<file path="src/rtl/alu_pkg.sv">
// Shared ALU op encoding, write-back select encoding and buffered result entry layout.
package alu_pkg;

  localparam int unsigned DATA_W = 32;
  localparam int unsigned OP_W   = 2;
  localparam int unsigned SEL_W  = 2;

  typedef enum logic [OP_W-1:0] {
    OP_ADD = 2'b00,
    OP_SUB = 2'b01,
    OP_MUL = 2'b10,
    OP_DIV = 2'b11
  } alu_op_e;

  typedef enum logic [SEL_W-1:0] {
    WB_GPR = 2'b00,
    WB_LO  = 2'b01,
    WB_HI  = 2'b10
  } wb_sel_e;

  // One ALU result as held in the FIFO (destination kept alongside, width is per-instance)
  typedef struct packed {
    alu_op_e             op;
    logic [DATA_W-1:0]   hi;
    logic [DATA_W-1:0]   lo;
    logic                b_zero;
  } alu_res_t;

  localparam int unsigned RES_W = $bits(alu_res_t);

  // MUL/DIV produce a LO beat followed by a HI beat
  function automatic logic is_two_beat(alu_op_e op);
    return (op == OP_MUL) || (op == OP_DIV);
  endfunction

  // A DIV by zero is dropped without any write beats
  function automatic logic is_div_zero(alu_res_t r);
    return (r.op == OP_DIV) && r.b_zero;
  endfunction

endpackage

</file>
<file path="src/rtl/result_fifo.sv">
// Small power-of-two FIFO exposing the head and the entry behind it.
module result_fifo #(
  parameter int unsigned DEPTH = 2,
  parameter int unsigned W     = 8
) (
  input  logic                     clock,
  input  logic                     reset_n,
  input  logic                     push_i,
  input  logic                     pop_i,
  input  logic [W-1:0]             wdata_i,
  output logic [W-1:0]             head_c,
  output logic [W-1:0]             next_c,
  output logic                     full_c,
  output logic                     empty_c,
  output logic [$clog2(DEPTH):0]   count_o
);

  localparam int unsigned PTR_W = $clog2(DEPTH);
  localparam int unsigned CNT_W = PTR_W + 1;

  logic [W-1:0]     mem_q [DEPTH];
  logic [PTR_W-1:0] wptr_q, wptr_d;
  logic [PTR_W-1:0] rptr_q, rptr_d;
  logic [CNT_W-1:0] count_q, count_d;
  logic             push_ok, pop_ok;

  assign full_c  = (count_q == CNT_W'(DEPTH));
  assign empty_c = (count_q == '0);
  assign push_ok = push_i & ~full_c;
  assign pop_ok  = pop_i & ~empty_c;
  assign head_c  = mem_q[rptr_q];
  assign next_c  = mem_q[rptr_q + PTR_W'(1)];
  assign count_o = count_q;

  // Pointer/count next-state; pointers wrap naturally at DEPTH
  always_comb begin
    wptr_d  = wptr_q;
    rptr_d  = rptr_q;
    count_d = count_q + CNT_W'(push_ok) - CNT_W'(pop_ok);
    if (push_ok) wptr_d = wptr_q + PTR_W'(1);
    if (pop_ok)  rptr_d = rptr_q + PTR_W'(1);
  end

  // Storage array; contents are only meaningful under the count
  always_ff @(posedge clock) begin
    if (push_ok) mem_q[wptr_q] <= wdata_i;
  end

  // Pointer and occupancy registers
  always_ff @(posedge clock or negedge reset_n) begin
    if (!reset_n) begin
      wptr_q  <= '0;
      rptr_q  <= '0;
      count_q <= '0;
    end else begin
      wptr_q  <= wptr_d;
      rptr_q  <= rptr_d;
      count_q <= count_d;
    end
  end

endmodule

</file>
<file path="src/rtl/alu_result_writeback.sv">
// Buffers ALU results and sequences them as GPR or LO/HI write beats.
module alu_result_writeback
  import alu_pkg::*;
#(
  parameter int unsigned DEPTH  = 2,
  parameter int unsigned ADDR_W = 4
) (
  input  logic                clock,
  input  logic                reset_n,
  input  logic                in_valid,
  output logic                in_ready,
  input  logic [OP_W-1:0]     in_op,
  input  logic [DATA_W-1:0]   in_hi,
  input  logic [DATA_W-1:0]   in_lo,
  input  logic [ADDR_W-1:0]   in_dest,
  input  logic                in_b_zero,
  output logic                wb_valid,
  input  logic                wb_ready,
  output logic [SEL_W-1:0]    wb_sel,
  output logic [ADDR_W-1:0]   wb_addr,
  output logic [DATA_W-1:0]   wb_data,
  output logic                div_zero,
  input  logic                div_zero_clr,
  output logic                busy
);

  localparam int unsigned ENT_W = RES_W + ADDR_W;
  localparam int unsigned CNT_W = $clog2(DEPTH) + 1;

  typedef enum logic [1:0] {
    ST_IDLE    = 2'b00,
    ST_BEAT_LO = 2'b01,
    ST_BEAT_HI = 2'b10
  } state_e;

  state_e             state_q, state_d;
  logic               wb_valid_q, wb_valid_d;
  wb_sel_e            wb_sel_q, wb_sel_d;
  logic [ADDR_W-1:0]  wb_addr_q, wb_addr_d;
  logic [DATA_W-1:0]  wb_data_q, wb_data_d;
  logic               div_zero_q, div_zero_d;

  alu_res_t           in_res, head_res, next_res, cand_res;
  logic [ADDR_W-1:0]  head_dest, next_dest, cand_dest;
  logic [ENT_W-1:0]   head_raw, next_raw;
  logic               fifo_full, fifo_empty;
  logic [CNT_W-1:0]   fifo_count;
  logic               has_next, accept;
  logic               pop_c, dz_set_c, chain_c, load_lo_c;

  assign in_res = '{op: alu_op_e'(in_op), hi: in_hi, lo: in_lo, b_zero: in_b_zero};

  result_fifo #(
    .DEPTH (DEPTH),
    .W     (ENT_W)
  ) u_fifo (
    .clock   (clock),
    .reset_n (reset_n),
    .push_i  (in_valid),
    .pop_i   (pop_c),
    .wdata_i ({in_res, in_dest}),
    .head_c  (head_raw),
    .next_c  (next_raw),
    .full_c  (fifo_full),
    .empty_c (fifo_empty),
    .count_o (fifo_count)
  );

  assign head_res  = head_raw[ENT_W-1:ADDR_W];
  assign head_dest = head_raw[ADDR_W-1:0];
  assign next_res  = next_raw[ENT_W-1:ADDR_W];
  assign next_dest = next_raw[ADDR_W-1:0];

  // From IDLE the head is loaded; after a pop the entry behind it is loaded
  assign cand_res  = (state_q == ST_IDLE) ? head_res  : next_res;
  assign cand_dest = (state_q == ST_IDLE) ? head_dest : next_dest;

  assign has_next = (fifo_count > CNT_W'(1));
  assign accept   = wb_valid_q & wb_ready;

  assign in_ready = ~fifo_full;
  assign busy     = (fifo_count != '0) | wb_valid_q;
  assign wb_valid = wb_valid_q;
  assign wb_sel   = wb_sel_q;
  assign wb_addr  = wb_addr_q;
  assign wb_data  = wb_data_q;
  assign div_zero = div_zero_q;

  // Drain FSM: next state, pop strobe and next output beat
  always_comb begin
    state_d    = state_q;
    wb_valid_d = wb_valid_q;
    wb_sel_d   = wb_sel_q;
    wb_addr_d  = wb_addr_q;
    wb_data_d  = wb_data_q;
    pop_c      = 1'b0;
    dz_set_c   = 1'b0;
    chain_c    = 1'b0;
    load_lo_c  = 1'b0;

    case (state_q)
      ST_IDLE: begin
        if (!fifo_empty) begin
          if (is_div_zero(head_res)) begin
            pop_c    = 1'b1;
            dz_set_c = 1'b1;
          end else begin
            load_lo_c = 1'b1;
          end
        end
      end
      ST_BEAT_LO: begin
        if (accept) begin
          if (is_two_beat(head_res.op)) begin
            state_d   = ST_BEAT_HI;
            wb_sel_d  = WB_HI;
            wb_addr_d = '0;
            wb_data_d = head_res.hi;
          end else begin
            pop_c   = 1'b1;
            chain_c = 1'b1;
          end
        end
      end
      ST_BEAT_HI: begin
        if (accept) begin
          pop_c   = 1'b1;
          chain_c = 1'b1;
        end
      end
      default: state_d = ST_IDLE;
    endcase

    // Back-to-back: present the following entry without an idle bubble
    if (chain_c) begin
      if (has_next && !is_div_zero(next_res)) begin
        load_lo_c = 1'b1;
      end else begin
        state_d    = ST_IDLE;
        wb_valid_d = 1'b0;
        wb_sel_d   = WB_GPR;
        wb_addr_d  = '0;
        wb_data_d  = '0;
      end
    end

    if (load_lo_c) begin
      state_d    = ST_BEAT_LO;
      wb_valid_d = 1'b1;
      wb_sel_d   = is_two_beat(cand_res.op) ? WB_LO : WB_GPR;
      wb_addr_d  = is_two_beat(cand_res.op) ? '0 : cand_dest;
      wb_data_d  = cand_res.lo;
    end

    div_zero_d = dz_set_c | (div_zero_q & ~div_zero_clr);
  end

  // State and registered write-port outputs
  always_ff @(posedge clock or negedge reset_n) begin
    if (!reset_n) begin
      state_q    <= ST_IDLE;
      wb_valid_q <= 1'b0;
      wb_sel_q   <= WB_GPR;
      wb_addr_q  <= '0;
      wb_data_q  <= '0;
      div_zero_q <= 1'b0;
    end else begin
      state_q    <= state_d;
      wb_valid_q <= wb_valid_d;
      wb_sel_q   <= wb_sel_d;
      wb_addr_q  <= wb_addr_d;
      wb_data_q  <= wb_data_d;
      div_zero_q <= div_zero_d;
    end
  end

endmodule

</file>
<file path="config.mk">
export PLATFORM = sky130hd
export DESIGN_NAME = alu_result_writeback
export DESIGN_NICKNAME = d
export VERILOG_FILES = /design/src/rtl/alu_pkg.sv /design/src/rtl/result_fifo.sv /design/src/rtl/alu_result_writeback.sv
export SDC_FILE = /design/constraint.sdc
export NUM_CORES = 1
export LEC_CHECK = 0
export CORE_UTILIZATION = 53
export DETAILED_ROUTE_END_ITERATION = 16
export GPL_TIMING_DRIVEN = 0
export PLACE_DENSITY_LB_ADDON = 0.3
export RECOVER_POWER = 25
export SLEW_MARGIN = 15
export SYNTH_ARGS = -nofsm -noshare
export SYNTH_HDL_FRONTEND = slang
export SYNTH_SLANG_ARGS = --single-unit
</file>
<file path="constraint.sdc">
create_clock -name clock -period 4.63 [get_ports clock]
set_clock_uncertainty 0.1 [all_clocks]
set_input_delay 0.926 -clock clock [delete_from_list [all_inputs] [get_ports clock]]
set_output_delay 0.926 -clock clock [all_outputs]
set_load 0.05 [all_outputs]
</file>
* Word-level counts from Yosys, hierarchy flattened *
Memories as Yosys holds them, arrays and structs flattened.
Index checks and enable logic that the tools add are counted.

word-level totals
  register bits = 46
  RAM bits = 142
  memories kept = 1

memories
  memory        words  bits a word  rd ports  clocked after memory_dff  write ports  line               text
  u_fifo.mem_q  2      71           2         0                         1            result_fifo.sv:21  logic [W-1:0] mem_q [DEPTH];

cells by class
  add/sub/neg operators = 4
  order comparisons = 1
  equal/unequal tests = 9
  muxes and demuxes = 46
  bitwise logic cells = 9
  reductions and logical operators = 12

operator list
  cell                                                  number
  two-way mux 32 bit                                    6
  two-way mux 67 bit                                    1
  two-way mux 4 bit                                     8
  two-way mux 2 bit                                     11
  two-way mux 1 bit                                     17
  equality test 2 bit (second input constant)           7
  AND 1 bit                                             4
  logical NOT 2 bit                                     2
  one-hot mux 2 bit (2 select lines)                    1
  nonzero test 2 bit                                    2
  logical AND 1 bit                                     3
  NOT 1 bit                                             3
  one-hot mux 1 bit (3 select lines)                    1
  adder 1 bit (second input constant)                   2
  adder 2 x 1 -> 2 bit                                  1
  equality test 2 x 1 -> 1 bit (second input constant)  1
  > comparator 2 x 1 -> 1 bit (second input constant)   1
  logical OR 1 bit                                      2
  != test 2 bit (second input constant)                 1
  OR 1 bit                                              2
  one-hot mux 1 bit (2 select lines)                    1
  AND reduction 2 bit                                   1
  OR reduction 2 bit                                    1
  subtractor 2 x 1 -> 2 bit                             1
  logical NOT 1 bit                                     1

* Depth between registers and ports, before layout *
Gate-level depths: netlist (run 1).
An unclocked memory read counts as a cell.

  depth after elaboration = 10
  gate-level depth with buffers = 11
  gate-level depth less buffers = 10

* Modules after synthesis *
A second synthesis (run 1) with hierarchy kept.

unflattened totals
  cell total of the unflattened synthesis = 525
  area total of the unflattened synthesis = 8857.2 µm²

modules (own cells, without submodules)
  module                instances  cells an instance  area each (µm²)  seq. area each (µm²)
  result_fifo           1          318                6459.9           4364.2
  alu_result_writeback  1          207                2397.3           1051.0

* Least setup slack after synthesis (run 1) *
OpenSTA, ideal clock, no wires.

  kind = input -> register
  start point = input port in_valid
  end point = memory u_fifo.mem_q[0][0] (netlist bit), enable pin
  library setup time = 0.501 ns
  arrival = 4.000 ns
  path slack = 0.029 ns
  stages on the path = 2
  path buffers = 0
  path through = nand2_1 > nor2_1

on the way
  longest elaborated chain between the ends = 3

RTL lines
  item                                     line                        text
  start: declaration                       alu_result_writeback.sv:10  input logic in_valid,
  AND 1 bit                                result_fifo.sv:29           assign push_ok = push_i & ~full_c;
  two-way mux 1 bit                        result_fifo.sv:46           if (push_ok) mem_q[wptr_q] <= wdata_i;
  two-way mux 1 bit (not written as such)  result_fifo.sv:46
  end: declaration                         result_fifo.sv:21

Every way passes these cells.

* Final worst setup path (run 1) *
  start point = register u_fifo.count_q[1] (netlist: u_fifo.count_o[1])
  end point = output port busy

on the way
  longest elaborated chain between the ends = 2

RTL lines
  item                      line                        text
  start: declaration        result_fifo.sv:24           logic [CNT_W-1:0] count_q, count_d;
  start signal: assignment  result_fifo.sv:58           count_q <= count_d;
  nonzero test 2 bit        alu_result_writeback.sv:82  assign busy = (fifo_count != '0) | wb_valid_q;
  OR 1 bit                  alu_result_writeback.sv:82
  end: declaration          alu_result_writeback.sv:24  output logic busy

Every way passes these cells.

==> results of run 1 <==
-- metrics by stage --
step	power (W)	instance area, um2	std cells	worst slack, ps
after floorplan	0.004654	7234	417	28.82
after global placement	0.005513	8626	710	-2178
after detailed placement	0.005613	8713	714	1691
after CTS	0.007085	9315	746	1645
after global routing	0.007384	9298	746	1211
final	0.007031	9298	746	1666
-- worst min-delay path by stage --
stage / startpoint / slack (ps) / endpoint / depth (start not counted)
CTS: reset_n / 350 / wb_data[7]$_DFF_PN0_ / 1
floorplan: u_fifo.wptr_q$_DFFE_PN0P_ / 360 / u_fifo.wptr_q$_DFFE_PN0P_ / 1
global placement: div_zero$_DFF_PN0_ / 380 / div_zero$_DFF_PN0_ / 1
global route: div_zero$_DFF_PN0_ / 450 / div_zero$_DFF_PN0_ / 1
finish: div_zero$_DFF_PN0_ / 390 / div_zero$_DFF_PN0_ / 1
detailed placement: div_zero$_DFF_PN0_ / 380 / div_zero$_DFF_PN0_ / 1
-- power by group --
group / switching, W / internal, W / leakage (nW)
combinational: 0.00186 / 0.00115 / 1.41
clock: 0.000588 / 0.000873 / 0.289
sequential: 0.000199 / 0.00237 / 1.89
-- registers in the layout, indices dropped and copies added (netlist names) --
signal,count
u_fifo.mem_q,142
div_zero,1
u_fifo.rptr_q,1
wb_data,32
wb_addr,4
u_fifo.count_o,2
state_q,2
wb_valid,1
u_fifo.wptr_q,1
wb_sel,2
-- area by class of cell --
| type | count | share of cell area |
|---|---|---|
| Multi-Input combinational cell | 196 | 0.1802 |
| Tap cell | 176 | 0.02368 |
| Inverter | 10 | 0.004037 |
| Sequential cell | 188 | 0.5824 |
| Buffer | 23 | 0.01278 |
| Clock buffer | 20 | 0.04912 |
| Clock inverter | 12 | 0.01561 |
| Timing Repair Buffer | 121 | 0.1321 |
-- layer usage --
layer	track usage	part of all wire	routed length, um	up-vias
met5	0	0	0	-
met4	0.08703	0.012	170	0
met3	0.04598	0.047	665	16
met2	0.3702	0.51	7313	129
met1	0.2801	0.43	6075	2023
li1	-	-	-	1904
-- logic make-up after synthesis --
| family | count (synthesis) | share of synthesized area |
|---|---|---|
| AND/OR/NAND/NOR | 29 | 0.02093 |
| flip-flops | 188 | 0.7485 |
| multiplexers | 99 | 0.1427 |
| adder cells (fa/ha/maj) | 6 | 0.01038 |
| XOR/XNOR | 4 | 0.004842 |
| AO/OA/AOI/OAI | 58 | 0.05102 |
| buffers and inverters | 33 | 0.02162 |
-- synthesized netlist by cell type, types with 2 or more instances --
library cell	n
sky130_fd_sc_hd__buf_6	2
sky130_fd_sc_hd__ha_1	6
sky130_fd_sc_hd__o211ai_1	2
sky130_fd_sc_hd__nand2_1	8
sky130_fd_sc_hd__xnor2_1	4
sky130_fd_sc_hd__mux2_2	33
sky130_fd_sc_hd__a31oi_1	4
sky130_fd_sc_hd__a21oi_1	3
sky130_fd_sc_hd__nor3b_1	4
sky130_fd_sc_hd__nand4_1	2
sky130_fd_sc_hd__o22ai_1	37
sky130_fd_sc_hd__dfrtp_1	46
sky130_fd_sc_hd__o21ai_0	5
sky130_fd_sc_hd__nor2_1	6
sky130_fd_sc_hd__buf_1	2
sky130_fd_sc_hd__clkbuf_1	7
sky130_fd_sc_hd__inv_1	10
sky130_fd_sc_hd__nand3_1	3
sky130_fd_sc_hd__edfxtp_1	142
sky130_fd_sc_hd__mux2i_1	66
sky130_fd_sc_hd__buf_2	11
-- worst max-delay path: stages, from the launching register on --
cell and delay (ps):
sky130_fd_sc_hd__dfrtp_1 440, sky130_fd_sc_hd__or3_1 380, sky130_fd_sc_hd__clkdlybuf4s50_1 700
==> results by group, run 1 <==
Outcome
  • Run status: finished with violations
  • Violations in the final reports: capacitance limit, slew limit

Worst setup path
  • Data required time of the critical path: 3600 ps
  • R2R Setup Slk: 1860 ps
  • Worst Path Arrival: 1940 ps
  • Kind of start point of the critical path: flop
  • Critical path destination: busy
  • R2R cell count: 11
  • Worst flop-to-flop path endpoint: u_fifo.count_o[1]$_DFF_PN0_
  • Sort of element at the end of the critical path: output port
  • Beginning of the critical path: u_fifo.count_o[1]$_DFF_PN0_
  • Worst reg2reg startpoint: u_fifo.rptr_q$_DFFE_PN0P_
  • Type of the setup path with the least slack: reg2out
  • Maximum fanout count along the critical path: 6

Drt
  • DR vias: 4,072
  • Routed Wire Length: 14,230 um
  • Average wire length per cell after detail routing: 19.07 um
  • Number of nets still failing antenna checks after routing: 0
  • Via density per instance: 5.458
  • DRT iter0 DRCs: 377
  • First-pass DRT Iterations: 5
  • # DRC: 0

GRT
  • Initial antenna violation count: 0
  • First-pass GRT wire length: 22,950 um
  • Overall track demand over capacity in global routing: 0.2198
  • Global route overflow: 0
  • Largest net degree at the start of global routing: 41
  • Via count of the first global-routing pass: 4,403

Layout
  • Leading cell type in the layout, fill and taps excluded: sky130_fd_sc_hd__edfxtp_1
  • Commonest non-fill, non-tap cells in the layout: sky130_fd_sc_hd__edfxtp_1, sky130_fd_sc_hd__clkdlybuf4s50_1, sky130_fd_sc_hd__mux2i_1, sky130_fd_sc_hd__dfrtp_1, sky130_fd_sc_hd__o22ai_1
  • Reg area: 5415 um2
  • # nets final: 639
  • Antenna cell count: 0
  • Post-Route Utilization: 0.6993
  • Filler cells: 890
  • Area occupied by multi-input gates: 1675 um2
  • Fraction of layout instances using a drive strength above 1: 0.1456
  • Area added between synthesis and finish: 28.52%

Place
  • Detailed-placement wirelength estimate: 9407 um
  • Number of port buffers: 117
  • RD Place Congestion: 0.8589

Yosys
  • Commonest register cell after synthesis: sky130_fd_sc_hd__edfxtp_1
  • Number of enable flip-flop cells after synthesis: 142
  • Number of distinct library cell variants in the gate-level netlist after synthesis: 35
  • Post-synthesis cell area: 7234 um2
  • Area contributors post-synth: sky130_fd_sc_hd__edfxtp_1, sky130_fd_sc_hd__dfrtp_1, sky130_fd_sc_hd__mux2i_1
  • Yosys reg bits: 188
  • Most area-hungry cell type in the Yosys netlist: sky130_fd_sc_hd__edfxtp_1
  • Average footprint of a synthesized cell: 17.35 um2
  • Mapped Nets: 499
  • Yosys top cell area share: 0.5894
  • Number of cells produced by synthesis: 417
  • Share of flip-flops with an asynchronous set or reset: 0.2447
  • Sequential-to-total area share from yosys stat: 0.7485
  • Warnings, synthesis: 0

Floorplanning
  • Starting density of the core: 0.5441
  • Total core area: 13,300 um2
  • Chip width: 118.8 um
  • Total die area: 14,120 um2
  • I/O pin count: 118
  • Die Y: 118.8 um
  • Cell Rows: 42

STA
  • Final number of setup-violating endpoints: 0
  • Maximum clock frequency: 337.4 MHz
  • Post-route clock period utilization: 0.6401
  • Hold Fails Final Rpt: 0
  • Crit path time final: 2964 ps
  • Worst slew margin relative to its limit: -0.2030
  • Number of pins exceeding their max-slew limit in the final report: 31
  • RSZ-0062 raised after global routing: false
  • Summed negative setup slack over all endpoints: 0 ps
  • Worst hold margin: 388.9 ps
  • Transition at the pin with the smallest max-transition slack: 1804 ps

Clock tree
  • Clock tree from TritonCTS: built
  • Number of CTS-inserted buffers: 17
  • Resized Gates After CTS: 0
  • H-tree levels: 4
  • Maximum root-to-sink buffer count: 2
  • Root buffer cell: sky130_fd_sc_hd__clkbuf_16
  • Post-CTS Hold Buffers: 0
  • # Post-CTS Setup Buffers: 0
  • Clock transition at path regs: 60 ps
  • CTS Sinks: 188
  • Worst-skew pair later-pin latency: 420 ps

Run
  • Number of maximum-capacitance violations: 1

Worst hold path
  • Class of the most critical hold timing path: reg2reg

Power
  • Leakage dissipation: 3.585 nW
  • Power per unit of standard cell area: 756.2 nW/um2
  • Peak VDD IR: 0.4162 mV
(Power assumes the default switching activity.)
==> run 2, diff against run 1 <==
Clock period 4.63 ns to 3 ns, I/O delays scaled along.
==> run 2 against run 1 <==
  * The flow now finishes without violations
  * Sequential power increased by 54%
  * Cell count up 0.27%
  * Critical path depth increased by 9
  * Sequential share of layout area unchanged
  * Largest cell class unchanged
  * Critical path type is now reg2reg
==> results by group, run 2 (synthesized netlist as in run 1, its figures left out) <==
Outcome
  • Run status: complete, no violations

Clock tree
  • Worst-skew pair later-pin latency: 430 ps
  • Clock transition at path regs: 60 ps
  • Root buffer cell: sky130_fd_sc_hd__clkbuf_16
  • H-tree levels: 4
  • Post-CTS Hold Buffers: 0
  • # Post-CTS Setup Buffers: 0
  • CTS Sinks: 188
  • Number of CTS-inserted buffers: 17
  • Resized Gates After CTS: 0
  • Maximum root-to-sink buffer count: 2
  • Clock tree from TritonCTS: built

GRT
  • Layer with the highest usage: met2
  • Global Route met2 Usage: 0.3757
  • Global-route track usage on met1: 0.2784
  • Initial antenna violation count: 2
  • Via count of the first global-routing pass: 4,436
  • Overall track demand over capacity in global routing: 0.2209
  • Met3 usage in global routing: 0.04885
  • First-pass GRT wire length: 23,030 um
  • Largest net degree at the start of global routing: 47
  • Global route overflow: 0

Drt
  • Via density per instance: 5.485
  • DRT iter0 DRCs: 285
  • Average wire length per cell after detail routing: 19.54 um
  • First-pass DRT Iterations: 5
  • # DRC: 0
  • Number of nets still failing antenna checks after routing: 0
  • DR vias: 4,103
  • Routed Wire Length: 14,610 um

Layout
  • Design area: 9298 um2
  • # nets final: 639
  • Largest register by flop count: u_fifo.mem_q
  • Commonest non-fill, non-tap cells in the layout: sky130_fd_sc_hd__edfxtp_1, sky130_fd_sc_hd__clkdlybuf4s50_1, sky130_fd_sc_hd__mux2i_1, sky130_fd_sc_hd__dfrtp_1, sky130_fd_sc_hd__o22ai_1
  • Non-filler instance count after layout: 748
  • Flip-flop count of the largest register after layout: 142
  • Fraction of layout instances using a drive strength above 1: 0.1456
  • Filler cells: 890
  • Area added between synthesis and finish: 28.52%
  • Post-Route Utilization: 0.6993
  • Leading cell type in the layout, fill and taps excluded: sky130_fd_sc_hd__edfxtp_1

Worst setup path
  • Worst Path Arrival: 3020 ps
  • R2R cell count: 11
  • CP Cell Sequence: buf_4 -> buf_2 -> buf_1 -> o21ai_0 -> a2bb2oi_1 -> nor2_1 -> ha_1 -> inv_1 -> ha_1 -> xnor2_1 -> xnor2_1
  • Data required time of the critical path: 3240 ps
  • Sort of element at the end of the critical path: flop
  • Maximum fanout count along the critical path: 10
  • Kind of start point of the critical path: flop
  • Slowest stage cell, crit path: sky130_fd_sc_hd__buf_1
  • Maximum cell stage delay along the critical path: 500 ps
  • Type of the setup path with the least slack: reg2reg

STA
  • Worst slew margin relative to its limit: 0.1263
  • Transition at the pin with the smallest max-transition slack: 1311 ps
  • Worst hold margin: 340.1 ps
  • RSZ-0062 raised after global routing: false
  • Number of pins exceeding their max-slew limit in the final report: 0
  • Hold Fails Final Rpt: 0
  • Final number of setup-violating endpoints: 0
  • Maximum clock frequency: 359.8 MHz
  • Post-route clock period utilization: 0.9264
  • Crit path time final: 2779 ps

Floorplanning
  • Cell Rows: 42
  • Total core area: 13,300 um2
  • Die Y: 118.8 um
  • Starting density of the core: 0.5441
  • I/O pin count: 118
  • Total die area: 14,120 um2
  • Chip width: 118.8 um

Power
  • Power per unit of standard cell area: 1161 nW/um2
  • Net switching component of the power: 0.004096 W
  • Flop pwr share: 0.367
  • Share of power burned in the clock network: 0.203
  • Combinational fraction of design power: 0.430
  • Cell-internal power: 0.006700 W
  • Leakage dissipation: 3.590 nW
  • Peak VDD IR: 0.7452 mV
  • Switching part of the total: 0.3794

Place
  • Cell area after placement: 8721 um2
  • Number of port buffers: 117
  • Number of placed instances with taps included: 714
  • Detailed-placement wirelength estimate: 9504 um
  • RD Place Congestion: 0.8457

Run
  • Number of maximum-capacitance violations: 0

Worst hold path
  • Class of the most critical hold timing path: in2async
-- run 2: power groups by stage --
stage | Combinational [W] | Sequential, W | Clock [W]
after floorplan | 0.00237 | 0.00479 | 0
after global placement | 0.00446 | 0.00400 | 0
after detailed placement | 0.00466 | 0.00401 | 0
after CTS | 0.00469 | 0.00397 | 0.00222
after global routing | 0.00496 | 0.00402 | 0.00232
final | 0.00464 | 0.00396 | 0.00219
-- run 2: critical path: cells and delay by family, from the launching register on --
family	cells	cell delay, ps
adders and majority gates	2	470
xor gates and xnor gates	2	340
and+or+nand+nor	1	70
AOI/OAI and AO/OA	2	420
DFF	1	320
buffers and inverters	4	980
-- run 2: path summary, 6_finish.rpt --
| kind | slack, ps | from | endpoint |
|---|---|---|---|
| worst max-delay path | 220 | u_fifo.rptr_q$_DFFE_PN0P_ | u_fifo.count_o[1]$_DFF_PN0_ |
| worst min-delay path | 340 | reset_n | wb_data[0]$_DFF_PN0_ |
| worst max register to register | 220 | u_fifo.rptr_q$_DFFE_PN0P_ | u_fifo.count_o[1]$_DFF_PN0_ |
| worst min register to register | 400 | div_zero$_DFF_PN0_ | div_zero$_DFF_PN0_ |
| max in group asynchronous | 520 | reset_n | wb_data[18]$_DFF_PN0_ |
| min in group clock | 400 | div_zero$_DFF_PN0_ | div_zero$_DFF_PN0_ |
-- run 2: cell type report --
| class | count | area, um2 | area share |
|---|---|---|---|
| clock inverters | 11 | 120.1 | 0.01292 |
| plain buffers | 23 | 118.9 | 0.01278 |
| diodes | 2 | 5.005 | 0.0005383 |
| well taps | 176 | 220.2 | 0.02368 |
| inverters | 10 | 37.54 | 0.004037 |
| flip-flops and latches | 188 | 5415 | 0.5824 |
| clock buffers | 21 | 460.4 | 0.04952 |
| repair buffers | 121 | 1245 | 0.1339 |
| multi-input cells | 196 | 1675 | 0.1802 |
-- run 2: per-stage QoR --
step / TNS, ps / total power, W / setup WS (ps)
after floorplan: 0 / 0.007160 / 388.5
after global placement: -46100 / 0.008460 / -411.5
after detailed placement: 0 / 0.008662 / 177.6
after CTS: 0 / 0.01088 / 284.4
after global routing: 0 / 0.01131 / 84.26
final: 0 / 0.01080 / 220.8
-- run 2: metal layers --
| metal | vias to the layer above | part of all wire |
|---|---|---|
| met5 | - | 0 |
| met2 | 127 | 0.52 |
| met4 | 0 | 0.017 |
| met3 | 21 | 0.048 |
| li1 | 1900 | - |
| met1 | 2055 | 0.42 |
